**config.mk**
```make
export PLATFORM = sky130hd
export DESIGN_NAME = letter_encoder_pipe
export DESIGN_NICKNAME = d
export VERILOG_FILES = /design/src/rtl/letter_encoder_pipe.sv
export SDC_FILE = /design/constraint.sdc
export NUM_CORES = 1
export LEC_CHECK = 0
export ABC_AREA = 0
export BUFFER_PORTS_ARGS = -buffer_cell sky130_fd_sc_hd__buf_2
export CAP_MARGIN = 10
export CORE_ASPECT_RATIO = 1.1
export CORE_UTILIZATION = 40
export CTS_CLUSTER_SIZE = 40
export DETAILED_ROUTE_END_ITERATION = 10
export GPL_TIMING_DRIVEN = 0
export PLACE_DENSITY = 0.7
export SYNTH_ARGS = -nofsm -noshare
export SYNTH_HDL_FRONTEND = slang
export SYNTH_SLANG_ARGS = --single-unit
```
**constraint.sdc**
```tcl
create_clock -name clk_i -period 2.27 [get_ports clk_i]
set_clock_uncertainty 0.05 [all_clocks]
set_input_delay 0.1135 -clock clk_i [delete_from_list [all_inputs] [get_ports clk_i]]
set_output_delay 0.1135 -clock clk_i [all_outputs]
set_load 0.02 [all_outputs]
```
**src/rtl/letter_encoder_pipe.sv**
```systemverilog
// ---------------------------------------------------------------------------
// letter_encoder_pipe
//
// Purpose:
//   Converts a one-hot letter vector from the plugboard/rotor wiring stages
//   into a binary letter index for downstream consumers. Input and output use
//   valid/ready handshakes. There is one cycle of latency through a two-entry
//   FIFO. The main entry drives the outputs, and a skid entry sits behind it,
//   so the block sustains one item per cycle under backpressure. IN_RDY is
//   derived only from registered state. Each item that is not a legal one-hot
//   vector is flagged with ERR and counted in a saturating counter.
//
// Build option:
//   LETENC_PRIORITY_EN  when defined, a multi-hot vector resolves to its lowest
//                       set bit with ERR=0, and only all-zero is an error.
//                       When undefined (default), multi-hot gives LET=0, ERR=1.
//
// Parameters:
//   WIDTH  number of one-hot input lines, 2..64 (default 26)
//   CNT_W  error counter width (default 8)
//   LW     output index width, $clog2(WIDTH)
//
// Ports:
//   clk_i        rising-edge clock
//   rst_n_i      asynchronous active-low reset
//   dec_i        one-hot letter vector
//   in_vld_i     dec_i valid
//   in_rdy_o     block can accept dec_i this cycle
//   let_o        encoded letter index
//   err_o        item was invalid (qualified by out_vld_o)
//   out_vld_o    let_o / err_o valid
//   out_rdy_i    downstream accepts let_o / err_o
//   clr_cnt_i    synchronous clear of err_cnt_o (wins over increment)
//   err_cnt_o    saturating count of accepted invalid items
// ---------------------------------------------------------------------------
module letter_encoder_pipe #(
    parameter int WIDTH = 26,
    parameter int CNT_W = 8,
    parameter int LW    = $clog2(WIDTH)
) (
    input  logic             clk_i,
    input  logic             rst_n_i,
    input  logic [WIDTH-1:0] dec_i,
    input  logic             in_vld_i,
    output logic             in_rdy_o,
    output logic [LW-1:0]    let_o,
    output logic             err_o,
    output logic             out_vld_o,
    input  logic             out_rdy_i,
    input  logic             clr_cnt_i,
    output logic [CNT_W-1:0] err_cnt_o
);

    localparam logic [WIDTH-1:0] DEC_ONE = WIDTH'(1);
    localparam logic [CNT_W-1:0] CNT_MAX = '1;
    localparam logic [CNT_W-1:0] CNT_ONE = CNT_W'(1);

    // ---------------------------------------------------------------------
    // Combinational encoder
    // ---------------------------------------------------------------------
    logic [LW-1:0] low_idx;
    logic          any_set;
    logic          multi_hot;
    logic [LW-1:0] enc_let;
    logic          enc_err;

    // Index of the lowest set bit. For a legal one-hot vector this is the
    // letter itself.
    always_comb begin
        low_idx = '0;
        any_set = 1'b0;
        for (int i = 0; i < WIDTH; i++) begin
            if (dec_i[i] && !any_set) begin
                low_idx = LW'(i);
                any_set = 1'b1;
            end
        end
    end

    // Clearing the lowest set bit leaves something only if two or more bits
    // were set.
    assign multi_hot = |(dec_i & (dec_i - DEC_ONE));

`ifdef LETENC_PRIORITY_EN
    always_comb begin
        enc_err = !any_set;
        enc_let = low_idx;
    end
`else
    always_comb begin
        enc_err = !any_set || multi_hot;
        enc_let = enc_err ? '0 : low_idx;
    end
`endif

    // ---------------------------------------------------------------------
    // Two-entry FIFO: main (drives outputs) + skid
    // ---------------------------------------------------------------------
    logic          main_vld_q, main_vld_d;
    logic [LW-1:0] main_let_q, main_let_d;
    logic          main_err_q, main_err_d;
    logic          skid_vld_q, skid_vld_d;
    logic [LW-1:0] skid_let_q, skid_let_d;
    logic          skid_err_q, skid_err_d;

    logic accept;
    logic pop;

    assign in_rdy_o = !skid_vld_q;
    assign accept   = in_vld_i && in_rdy_o;
    assign pop      = main_vld_q && out_rdy_i;

    always_comb begin
        main_vld_d = main_vld_q;
        main_let_d = main_let_q;
        main_err_d = main_err_q;
        skid_vld_d = skid_vld_q;
        skid_let_d = skid_let_q;
        skid_err_d = skid_err_q;

        if (pop) begin
            if (skid_vld_q) begin
                // The skid entry moves forward. No accept is possible here
                // because in_rdy_o is low while the skid entry is full.
                main_let_d = skid_let_q;
                main_err_d = skid_err_q;
                skid_vld_d = 1'b0;
            end else if (accept) begin
                main_let_d = enc_let;
                main_err_d = enc_err;
            end else begin
                main_vld_d = 1'b0;
            end
        end else if (accept) begin
            if (!main_vld_q) begin
                main_vld_d = 1'b1;
                main_let_d = enc_let;
                main_err_d = enc_err;
            end else begin
                skid_vld_d = 1'b1;
                skid_let_d = enc_let;
                skid_err_d = enc_err;
            end
        end
    end

    always_ff @(posedge clk_i or negedge rst_n_i) begin
        if (!rst_n_i) begin
            main_vld_q <= 1'b0;
            main_let_q <= '0;
            main_err_q <= 1'b0;
            skid_vld_q <= 1'b0;
            skid_let_q <= '0;
            skid_err_q <= 1'b0;
        end else begin
            main_vld_q <= main_vld_d;
            main_let_q <= main_let_d;
            main_err_q <= main_err_d;
            skid_vld_q <= skid_vld_d;
            skid_let_q <= skid_let_d;
            skid_err_q <= skid_err_d;
        end
    end

    assign out_vld_o = main_vld_q;
    assign let_o     = main_let_q;
    assign err_o     = main_err_q;

    // ---------------------------------------------------------------------
    // Saturating error counter. It counts on the accept edge, whatever the
    // output side is doing.
    // ---------------------------------------------------------------------
    logic [CNT_W-1:0] err_cnt_q, err_cnt_d;

    always_comb begin
        err_cnt_d = err_cnt_q;
        if (clr_cnt_i) begin
            err_cnt_d = '0;
        end else if (accept && enc_err && (err_cnt_q != CNT_MAX)) begin
            err_cnt_d = err_cnt_q + CNT_ONE;
        end
    end

    always_ff @(posedge clk_i or negedge rst_n_i) begin
        if (!rst_n_i) begin
            err_cnt_q <= '0;
        end else begin
            err_cnt_q <= err_cnt_d;
        end
    end

    assign err_cnt_o = err_cnt_q;

endmodule
```
==> load_flow_metrics.sql <==
INSERT INTO impl_metrics (metric_group, metric, value, unit) VALUES
('placement', 'routabilityCongestion', '0.8480', ''),
('setup_path', 'required', '2370', 'ps'),
('global_routing', 'global_route.usage.total', '21.38', '%'),
('timing', 'totalNegativeSetupSlack', '-1798', 'ps'),
('final_layout', 'layout.cells.most_common_list', 'buf_2, nor2_1, dfrtp_1, nand2_1, buf_4', ''),
('setup_path', 'critical_path.max_fanout', '7', ''),
('power', 'p_int', '796.2', 'uW'),
('global_routing', 'grt_pass1_wl', '8017', 'um'),
('setup_path', 'crit_type', 'in -> reg', ''),
('final_layout', 'register_area', '550.5', 'sq um'),
('synthesis', 'netlist_area', '1778', 'sq um'),
('timing', 'worst_pin_slew', '550.3', 'ps'),
('synthesis', 'postSynth.topFlopCell', 'dfrtp_1', ''),
('placement', 'place_hpwl', '3427', 'um'),
('drt', 'postRouteAntennaNets', '0', ''),
('global_routing', 'antenna_found_initial', '0', ''),
('clock_tree', 'clock-root-buffer', 'clkbuf_8', ''),
('clock_tree', 'cts.htree.levels', '1', ''),
('timing', 'clock.fmax', '409.5', 'MHz'),
('status', 'status', 'finished with violations', ''),
('power', 'pwr-share-comb', '40.4', '%'),
('final_layout', 'multiInputGateArea', '1334', 'sq um'),
('die', 'floorplan.initialDensity', '41.49', '%'),
('die', 'die_width', '65.57', 'um'),
('timing', 'layout_min_cycle_time', '2442', 'ps'),
('setup_path', 'worstSetupStartpointType', 'input pin', ''),
('power', 'power.share.clock', '21.3', '%'),
('synthesis', 'synthesis.nets', '247', ''),
('drt', 'avgViaCountPerCell', '5.804', ''),
('setup_path', 'ff2ff_path_depth', '7', ''),
('final_layout', 'final_layout_size_suffix_gt1_share', '42.91', '%'),
('synthesis', 'post_synth_inst_count', '214', ''),
('clock_tree', 'clock_tree.buffer_depth', '2', ''),
('power', 'p_leak', '0.001100', 'uW'),
('timing', 'report.final.setup_viol', '17', ''),
('power', 'power-per-cell-area', '526.6', 'nW/um^2'),
('synthesis', 'seq_cells_post_synth', '22', ''),
('placement', 'placement.io_buffers', '46', ''),
('final_layout', 'final_core_utilization', '57.78', '%'),
('final_layout', 'antenna-diode-count', '0', ''),
('final_layout', 'area.growth.synth_to_final', '39.27', '%'),
('power', 'p_sw', '507.7', 'uW'),
('power', 'irDropWorstVdd', '435.5', 'uV'),
('synthesis', 'per_instance_average_area_after_synthesis', '8.308', 'sq um'),
('run', 'cap_violations', '0', ''),
('drt', 'detail_route.drc_violations', '0', ''),
('clock_tree', 'cts_sink_count', '22', ''),
('die', 'std_cell_rows', '25', ''),
('setup_path', 'timing.critical_path.cells', 'buf_2 > nor4_2 > nand4b_4 > nand2b_4 > buf_4 > o32a_4 > o41ai_4 > nor3_2 > mux2_4', ''),
('global_routing', 'grt_pass1_vias', '1808', ''),
('worst_hold_path', 'hold_path_depth', '2', ''),
('setup_path', 'crit_path_max_incr_delay', '530', 'ps'),
('power', 'pwr-share-seq', '38.3', '%'),
('timing', 'final_max_slew_viol_count', '0', ''),
('setup_path', 'timing.critical_path.arrival', '2540', 'ps'),
('timing', 'fraction_of_the_cycle_the_final_worst_path_needs', '107.6', '%'),
('synthesis', 'yosys_warnings', '0', ''),
('drt', 'routed-via-count', '1950', ''),
('synthesis', 'synth-seq-area-share', '30.96', '%'),
('final_layout', 'nets', '316', ''),
('timing', 'final_hold_viol_count', '0', ''),
('timing', 'relative_slew_slack', '63.01', '%'),
('die', 'core-area', '4285', 'sq um'),
('drt', 'wire_per_inst', '15.53', 'um'),
('status', 'violations', 'setup timing', ''),
('timing', 'setup_ws', '-172.1', 'ps'),
('clock_tree', 'clk_latency', '260', 'ps'),
('worst_hold_path', 'worst_hold_path_type', 'in -> reg', ''),
('drt', 'drt_first_iter_violations', '90', ''),
('drt', 'dr.pass1.iters', '6', ''),
('die', 'die_area', '4716', 'sq um');
==> flip-flops by register name, indices dropped and copies added (netlist names) <==
signal and cells:
skid_err_q 1, out_vld_o 1, err_cnt_o 8, let_o 5
skid_let_q 5, skid_vld_q 1, err_o 1
==> Yosys cell counts, types with 3 or more instances <==
| library cell | count | share of area [%] |
|---|---|---|
| a31oi_1 | 7 | 2.5 |
| mux2_1 | 3 | 1.9 |
| a21oi_1 | 15 | 4.2 |
| inv_1 | 12 | 2.5 |
| nand3_1 | 6 | 1.7 |
| o31ai_1 | 8 | 3.4 |
| or3_1 | 3 | 1.1 |
| nand2_1 | 22 | 4.6 |
| o211ai_1 | 3 | 1.3 |
| nor2b_1 | 5 | 1.8 |
| nor2_1 | 29 | 6.1 |
| nor4_4 | 4 | 4.8 |
| nand4_1 | 3 | 1.1 |
| dfrtp_1 | 22 | 31 |
| nor3_1 | 7 | 2.0 |
| o21ai_0 | 20 | 5.6 |
| or4_1 | 3 | 1.3 |
==> power groups by stage <==
| stage | logic [uW] | registers (uW) | clock network (uW) |
|---|---|---|---|
| 6_report | 527 | 499 | 278 |
| 5_1_grt | 579 | 509 | 299 |
| 3_5_place_dp | 458 | 503 | 0 |
| 2_1_floorplan | 244 | 546 | 0 |
| 3_3_place_gp | 450 | 501 | 0 |
| 4_1_cts | 490 | 496 | 286 |
==> timing repair <==
item                                    CTS  global route
resized for setup                        31            26
setup buffers                            12             5
hold endpoints to repair                 22             0
endpoints found under the setup margin   20            20
hold buffers                              1             0
pin swaps                                23            22
==> per-layer routing <==
layer / global-route usage, % / up-vias / share of wire, %
met2: 35.62 / 65 / 51
li1: - / 954 / -
met4: 3.382 / 0 / 0.52
met3: 4.874 / 4 / 5.7
met5: 0 / - / 0
met1: 28.68 / 927 / 43
==> cell families (layout without fill, tap and decap cells) <==
family / count (synthesis) / count (layout) / synth area share (%)
fa+ha+maj: 4 / 4 / 2.533
buf+inv: 15 / 83 / 3.518
simple gates: 98 / 98 / 33.15
mux: 4 / 4 / 2.533
flops: 22 / 22 / 30.96
compound gates: 71 / 71 / 27.31
==> worst paths after layout <==
check	from	end	slack, ps
max in group asynchronous	rst_n_i	skid_let_q[1]	1530
setup reg to reg	skid_vld_q	let_o[0]	40
setup / recovery	dec_i[9]	err_cnt_o[6]	-170
hold / removal	out_rdy_i	skid_vld_q	20
min in group asynchronous	rst_n_i	err_o	300
hold reg to reg	skid_let_q[3]	skid_let_q[3]	440
==> worst max-delay path, delay by kind of cell <==
kind                   cells  cell delay, ps
AND/OR/NAND/NOR            4            1030
multiplexers               1             310
AO/OA/AOI/OAI              2             790
buffers and inverters      2             300
==> area by class of cell <==
type	instances	area share, %
Tap cell	54	2.729
Inverter	12	1.920
Sequential cell	22	22.23
Buffer	3	0.7580
Clock buffer	4	2.223
Timing Repair Buffer	64	16.27
Multi-Input combinational cell	177	53.87
==> per-stage QoR <==
step	cell area (sq um)	instances	hold slack, ps	setup slack (ps)
final	2476	336	23.70	-172.1
after global routing	2476	336	31.74	-236.2
after CTS	2350	331	18.42	-174.7
after detailed placement	2086	314	61.39	-571.3
after global placement	2086	314	57.28	-560.8
after floorplan	1788	214	-232.1	-249.2
Power figures use the tool's default switching activity.
